## src/rtl/console_pkg.sv

```systemverilog
// Shared types and constants for the MMIO console transmitter.
package console_pkg;

  typedef enum logic [1:0] {
    IDLE  = 2'd0,
    START = 2'd1,
    DATA  = 2'd2,
    STOP  = 2'd3
  } tx_state_t;

  // start + 8 data + stop
  localparam int FRAME_BITS = 10;

  localparam logic [31:0] FINI_CODE_DEFAULT = 32'h0002_0000;

endpackage

```

## src/rtl/sync_fifo.sv

```systemverilog
// Generic circular FIFO: registered count/full/empty, dout shows the head entry, synchronous active-low reset.
// Push on full and pop on empty are the caller's responsibility to avoid; DEPTH must be a power of 2.
module sync_fifo #(
  parameter int WIDTH = 8,
  parameter int DEPTH = 16
) (
  input  logic                     clk_i,
  input  logic                     rst_n,
  input  logic                     push_i,
  input  logic                     pop_i,
  input  logic [WIDTH-1:0]         din_i,
  output logic [WIDTH-1:0]         dout_o,
  output logic                     full_o,
  output logic                     empty_o,
  output logic [$clog2(DEPTH):0]   count_o
);

  localparam int AW = (DEPTH > 1) ? $clog2(DEPTH) : 1;

  logic [WIDTH-1:0] r_mem [DEPTH];
  logic [AW-1:0]    r_wr_ptr;
  logic [AW-1:0]    r_rd_ptr;
  logic [AW:0]      r_count;

  always_ff @(posedge clk_i) begin
    if (push_i) begin
      r_mem[r_wr_ptr] <= din_i;
    end
  end

  // Pointers wrap naturally because DEPTH is a power of 2.
  always_ff @(posedge clk_i) begin
    if (!rst_n) begin
      r_wr_ptr <= '0;
      r_rd_ptr <= '0;
      r_count  <= '0;
    end else begin
      if (push_i) r_wr_ptr <= r_wr_ptr + 1'b1;
      if (pop_i)  r_rd_ptr <= r_rd_ptr + 1'b1;
      case ({push_i, pop_i})
        2'b10:   r_count <= r_count + 1'b1;
        2'b01:   r_count <= r_count - 1'b1;
        default: r_count <= r_count;
      endcase
    end
  end

  assign dout_o  = r_mem[r_rd_ptr];
  assign full_o  = (r_count == (AW+1)'(DEPTH));
  assign empty_o = (r_count == '0);
  assign count_o = r_count;

endmodule

```

## src/rtl/mmio_console_tx.sv

```systemverilog
// MMIO console: stores to addr[31]=1 become 8N1 frames on txd_o (txd low two edges after accept); stall_o holds the CPU while the buffer is full.
// Build macro CONSOLE_FIFO_EN selects a FIFO_DEPTH-entry FIFO; otherwise a single holding register buffers one byte.
module mmio_console_tx
  import console_pkg::*;
#(
  parameter int          CLKS_PER_BIT = 868,
  parameter int          FIFO_DEPTH   = 16,
  parameter logic [31:0] FINI_CODE    = FINI_CODE_DEFAULT
) (
  input  logic        clk_i,
  input  logic        rst_n,
  input  logic [31:0] dbus_addr_i,
  input  logic        dbus_wvalid_i,
  input  logic [31:0] dbus_wdata_i,
  output logic        stall_o,
  output logic        txd_o,
  output logic        tx_idle_o,
  output logic        fini_o
);

  localparam int             BW        = (CLKS_PER_BIT > 1) ? $clog2(CLKS_PER_BIT) : 1;
  localparam logic [BW-1:0]  BAUD_MAX  = BW'(CLKS_PER_BIT - 1);
  localparam int             DATA_BITS = FRAME_BITS - 2;

  logic       w_hit;
  logic       w_is_fini;
  logic       w_accept;
  logic       w_push;
  logic       w_pop;
  logic       w_full;
  logic       w_empty;
  logic [7:0] w_pop_dat;
  logic       w_baud_done;
  logic       w_unused;

  logic       r_fini_pend;
  logic       r_fini;
  logic       r_tx_idle;
  logic       r_txd;
  tx_state_t  r_state;
  logic [BW-1:0] r_baud;
  logic [2:0] r_bit;
  logic [7:0] r_shift;

  assign w_hit     = rst_n & dbus_wvalid_i & dbus_addr_i[31];
  assign w_is_fini = (dbus_wdata_i == FINI_CODE);
  // Finish requests and post-finish writes never stall; they bypass the buffer.
  assign stall_o   = w_hit & w_full & ~w_is_fini & ~r_fini_pend;
  assign w_accept  = w_hit & ~stall_o;
  assign w_push    = w_accept & ~w_is_fini & ~r_fini_pend;

`ifdef CONSOLE_FIFO_EN
  logic [$clog2(FIFO_DEPTH):0] w_count;

  sync_fifo #(
    .WIDTH (8),
    .DEPTH (FIFO_DEPTH)
  ) u_fifo (
    .clk_i   (clk_i),
    .rst_n   (rst_n),
    .push_i  (w_push),
    .pop_i   (w_pop),
    .din_i   (dbus_wdata_i[7:0]),
    .dout_o  (w_pop_dat),
    .full_o  (w_full),
    .empty_o (w_empty),
    .count_o (w_count)
  );

  assign w_unused = ^{dbus_addr_i[30:0], w_count};
`else
  localparam int unused_fifo_depth = FIFO_DEPTH;

  logic       r_hold_vld;
  logic [7:0] r_hold_dat;

  // Push never coincides with pop: an occupied register stalls all byte writes.
  always_ff @(posedge clk_i) begin
    if (!rst_n) begin
      r_hold_vld <= 1'b0;
      r_hold_dat <= '0;
    end else if (w_push) begin
      r_hold_vld <= 1'b1;
      r_hold_dat <= dbus_wdata_i[7:0];
    end else if (w_pop) begin
      r_hold_vld <= 1'b0;
    end
  end

  assign w_full    = r_hold_vld;
  assign w_empty   = ~r_hold_vld;
  assign w_pop_dat = r_hold_dat;
  assign w_unused  = ^dbus_addr_i[30:0];
`endif

  assign w_baud_done = (r_baud == '0);
  assign w_pop = ~w_empty & ((r_state == IDLE) | ((r_state == STOP) & w_baud_done));

  always_ff @(posedge clk_i) begin
    if (!rst_n) begin
      r_state <= IDLE;
      r_baud  <= BAUD_MAX;
      r_bit   <= '0;
      r_shift <= '0;
    end else begin
      case (r_state)
        IDLE: begin
          if (w_pop) begin
            r_shift <= w_pop_dat;
            r_baud  <= BAUD_MAX;
            r_state <= START;
          end
        end
        START: begin
          if (w_baud_done) begin
            r_baud  <= BAUD_MAX;
            r_bit   <= '0;
            r_state <= DATA;
          end else begin
            r_baud <= r_baud - 1'b1;
          end
        end
        DATA: begin
          if (w_baud_done) begin
            r_baud  <= BAUD_MAX;
            r_shift <= {1'b0, r_shift[7:1]};
            if (r_bit == 3'(DATA_BITS - 1)) begin
              r_state <= STOP;
            end else begin
              r_bit <= r_bit + 1'b1;
            end
          end else begin
            r_baud <= r_baud - 1'b1;
          end
        end
        STOP: begin
          if (w_baud_done) begin
            r_baud <= BAUD_MAX;
            if (w_pop) begin
              r_shift <= w_pop_dat;
              r_state <= START;
            end else begin
              r_state <= IDLE;
            end
          end else begin
            r_baud <= r_baud - 1'b1;
          end
        end
        default: r_state <= IDLE;
      endcase
    end
  end

  // txd follows the state one edge late, so the frame starts two edges after accept.
  always_ff @(posedge clk_i) begin
    if (!rst_n) begin
      r_txd <= 1'b1;
    end else begin
      case (r_state)
        START:   r_txd <= 1'b0;
        DATA:    r_txd <= r_shift[0];
        default: r_txd <= 1'b1;
      endcase
    end
  end

  always_ff @(posedge clk_i) begin
    if (!rst_n) begin
      r_tx_idle   <= 1'b1;
      r_fini      <= 1'b0;
      r_fini_pend <= 1'b0;
    end else begin
      r_tx_idle <= w_empty & (r_state == IDLE);
      if (w_accept & w_is_fini) begin
        r_fini_pend <= 1'b1;
      end
      // Sampling IDLE one edge late lines fini up with the end of the last stop bit on the wire.
      if (r_fini_pend & w_empty & (r_state == IDLE)) begin
        r_fini <= 1'b1;
      end
    end
  end

  assign txd_o     = r_txd;
  assign tx_idle_o = r_tx_idle;
  assign fini_o    = r_fini;

endmodule

```

## config.mk

```make
export PLATFORM = sky130hd
export DESIGN_NAME = mmio_console_tx
export DESIGN_NICKNAME = d
export VERILOG_FILES = /design/src/rtl/console_pkg.sv /design/src/rtl/sync_fifo.sv /design/src/rtl/mmio_console_tx.sv
export SDC_FILE = /design/constraint.sdc
export NUM_CORES = 1
export LEC_CHECK = 0
export CAP_MARGIN = 20
export CORE_MARGIN = 2
export CORE_UTILIZATION = 48
export CTS_CLUSTER_SIZE = 12
export DETAILED_ROUTE_END_ITERATION = 6
export PLACE_DENSITY_LB_ADDON = 0.25
export SLEW_MARGIN = 20
export SYNTH_ARGS = -nofsm -noshare
export SYNTH_HDL_FRONTEND = slang
export SYNTH_SLANG_ARGS = --single-unit
```

## constraint.sdc

```tcl
create_clock -name clk_i -period 4.2 [get_ports clk_i]
set_input_delay 0.42 -clock clk_i [delete_from_list [all_inputs] [get_ports clk_i]]
set_output_delay 0.42 -clock clk_i [all_outputs]
set_load 0.01 [all_outputs]
```

==> flow_summary.rst <==
.. list-table::
   :header-rows: 1

   * - Metric
     - Value
   * - Run status
     - completed
   * - Final HPWL from detailed placement
     - roughly 2.9 mm
   * - Period utilization
     - 0.6397
   * - Count of hold buffers inserted by post-cts repair
     - 0
   * - Post-Syn Area per Cell
     - about 8.6 sq um
   * - Via-to-Cell Ratio
     - between 5 and 6
   * - Clock buffer count from CTS
     - 5
   * - Synth Cell Area
     - approximately 2000 sq um
   * - Antenna violation net count after detailed routing
     - 0
   * - Worst setup skew after layout
     - 3.494 ps
   * - Crit Reg-Reg Startpoint
     - r_baud[0]$_SDFFE_PN1P_
   * - Met3 wire length
     - around 210 microns
   * - Count of flip-flops with a built-in enable after synthesis
     - 0
   * - Peak VDD IR
     - roughly 0.16 mV
   * - Initial core utilization
     - 0.4948
   * - # rows
     - 23
   * - CTS sink cnt
     - 36
   * - # placed instances
     - 302
   * - Most used cells in the layout excluding fill and tap cells
     - sky130_fd_sc_hd__clkdlybuf4s50_1 (39), sky130_fd_sc_hd__dfxtp_1 (36), sky130_fd_sc_hd__nand2_1 (28), sky130_fd_sc_hd__o21ai_0 (21), sky130_fd_sc_hd__nor4_1 (14)
   * - Final setup TNS
     - 0 ps
   * - Worst setup slack after layout
     - about 1500 ps
   * - Transition at the pin with the smallest max-transition slack
     - around 1000 ps
   * - Grt ovf
     - 0
   * - Non-filler cells in the finished layout
     - 310
   * - Synth cell types
     - 45
   * - IO Pins
     - just over 70
   * - CTS HTree Levels
     - 2
   * - Highest metal layer with signal wires
     - met4
   * - Count of fill cells added during filler insertion
     - 355
   * - Wirelength per Cell
     - 13.03 microns
   * - Die W
     - ~68 microns
   * - Vias
     - ~1800
   * - Leakage
     - about 0.96 nW
   * - Routed length on met1
     - roughly 2 mm
   * - Worst-path maximum fanout
     - 40
   * - Die outline height
     - 67.75 microns
   * - Post-Place Setup Slack
     - approximately 1500 ps
   * - Root buf cell
     - sky130_fd_sc_hd__clkbuf_8
   * - Die footprint
     - approximately 4600 sq um
   * - Setup repair after global routing missed its margin
     - false
   * - Total setup buffers inserted after CTS
     - 0
   * - Number of nets produced by synthesis
     - around 300
   * - Sequential cell area fraction in the yosys report
     - 0.3695
   * - Crit path capture type
     - primary output
   * - Total power divided by cell area
     - ~380 nW/um^2
   * - Register bit count reported by yosys
     - 36
   * - Most common cell after layout, fill and taps aside
     - sky130_fd_sc_hd__clkdlybuf4s50_1
   * - Area of the core
     - slightly below 4000 sq um
   * - Final net count
     - around 330
   * - Pin count of the biggest net entering global routing
     - just over 40
   * - Instance count of the mapped netlist
     - between 200 and 250
   * - Vias in the first global route
     - 1632
   * - Crit path required time
     - approximately 3800 ps
   * - Max_slew headroom
     - 0.3094
   * - Worst skew pair latency
     - 290 ps
   * - Data arrival at the endpoint of the critical path
     - ~2300 ps
   * - First DRT Iteration DRCs
     - roughly 140
   * - Type of the worst setup path
     - primary input to primary output
   * - Number of antenna cells inserted
     - 0
   * - Dominant synthesized flop cell
     - sky130_fd_sc_hd__dfxtp_1
   * - Cts repair resizes
     - 0
   * - Number of hold violations in the final report
     - 0
   * - Last weighted congestion value of the routability-driven placer
     - about 0.77
   * - Pwr Total
     - between 0.9 and 1 mW
   * - Count of input and output buffers
     - 39
   * - Detail Route met2 WL
     - 1.796 mm
   * - Critical Path Source
     - rst_n
   * - Post-layout min period
     - approximately 2700 ps
   * - TritonCTS clock tree
     - yes
   * - Fmax
     - 372.2 MHz
   * - Max-capacitance violation count
     - 0
   * - Share of layout cells above drive strength 1
     - 0.1000
   * - Setup crit start kind
     - primary input
   * - Number of max-slew violations in the final report
     - 0
   * - Number of synthesis warnings
     - 0
   * - Async S/R FF share, synth
     - 0
   * - GR Util All Layers
     - 0.2040
   * - Clock transition at the register clock pins on the worst setup and hold paths after CTS
     - around 70 ps
   * - First-pass GRT wire length
     - 7.162 mm
   * - Min-delay src
     - r_baud[7]$_SDFFE_PN0P_
   * - Number of antenna violations at the first check in global routing
     - 0
   * - Number of detailed-route iterations in the first pass
     - 4
   * - Synth-to-Final Area Change
     - 25.21%
   * - Largest buffer count on any clock path
     - 2
   * - Total detailed-routing wirelength
     - 4.039 mm
   * - Worst hold-check path type
     - flip-flop to flip-flop
   * - DRC Markers
     - 0
   * - Total setup violations reported at the end of the flow
     - 0
flip-flops by register name, indices dropped and copies added, names as in the netlist:
name and count:
fini_o 1, r_baud 10, r_bit 3, r_fini_pend 1, r_hold_dat 8, r_hold_vld 1, r_shift 8, r_state 2
tx_idle_o 1, txd_o 1
where the power goes:
group | internal [mW] | switching, mW
registers | 0.377 | 0.0249
clock network | 0.131 | 0.122
logic | 0.127 | 0.153
worst max-delay path: stages:
cell                              delay (ps)
sky130_fd_sc_hd__clkdlybuf4s50_1         450
sky130_fd_sc_hd__buf_4                   350
sky130_fd_sc_hd__nand2_1                 170
sky130_fd_sc_hd__nor4_1                  290
sky130_fd_sc_hd__clkdlybuf4s50_1         590
metrics by stage:
stage,area [sq um],utilization,hold slack (ps)
2_1_floorplan,1951,-,418.1
3_3_place_gp,2350,0.5960,436.1
3_5_place_dp,2350,0.5960,445.3
4_1_cts,2442,0.6195,462.0
5_1_grt,2442,0.6195,467.7
6_report,2442,0.6195,455.4
path summary, 6_finish.rpt:
path                            slack, ps                 endpoint  cells past startpoint
worst max-delay path                 1510                  stall_o                      5
worst min-delay path                  460   r_baud[7]$_SDFFE_PN0P_                      1
worst max register to register       1840  r_hold_vld$_SDFFE_PN0P_                      6
worst min register to register        460   r_baud[7]$_SDFFE_PN0P_                      1
cell type report:
class	instances	area, sq um	share of cell area
Multi-Input combinational cell	167	1135	0.4647
Sequential cell	36	720.7	0.2951
Timing Repair Buffer	40	397.9	0.1629
Clock buffer	6	82.58	0.03381
Tap cell	50	62.56	0.02561
Inverter	9	33.78	0.01383
Clock inverter	2	10.01	0.004098
cells in the mapped netlist, types with 4 or more instances:
cell	count	area, sq um
sky130_fd_sc_hd__nor4_1	14	87.58
sky130_fd_sc_hd__nor3_1	9	45.04
sky130_fd_sc_hd__ha_1	8	100.1
sky130_fd_sc_hd__clkbuf_1	13	48.80
sky130_fd_sc_hd__a2bb2oi_1	6	52.55
sky130_fd_sc_hd__dfxtp_1	36	720.7
sky130_fd_sc_hd__nand2_1	28	105.1
sky130_fd_sc_hd__o31ai_1	4	30.03
sky130_fd_sc_hd__inv_1	9	33.78
sky130_fd_sc_hd__a21oi_1	8	40.04
sky130_fd_sc_hd__mux2i_1	10	100.1
sky130_fd_sc_hd__mux2_2	7	78.83
sky130_fd_sc_hd__nor2_1	10	37.54
sky130_fd_sc_hd__o21ai_0	21	105.1
sky130_fd_sc_hd__nand4_1	6	37.54
kinds of logic after synthesis:
| kind of cell | share of synthesized area |
|---|---|
| multiplexers | 0.09173 |
| AND/OR/NAND/NOR | 0.2354 |
| flip-flops | 0.3695 |
| adder cells (fa/ha/maj) | 0.05132 |
| AO/OA/AOI/OAI | 0.2033 |
| buffers and inverters | 0.04875 |
per-layer routing:
| metal | vias to the layer above | track usage |
|---|---|---|
| met5 | - | 0 |
| met4 | 0 | 0.07398 |
| met2 | 52 | 0.3051 |
| met3 | 6 | 0.05333 |
| li1 | 907 | - |
| met1 | 814 | 0.2806 |
Power figures use the tool's default switching activity.
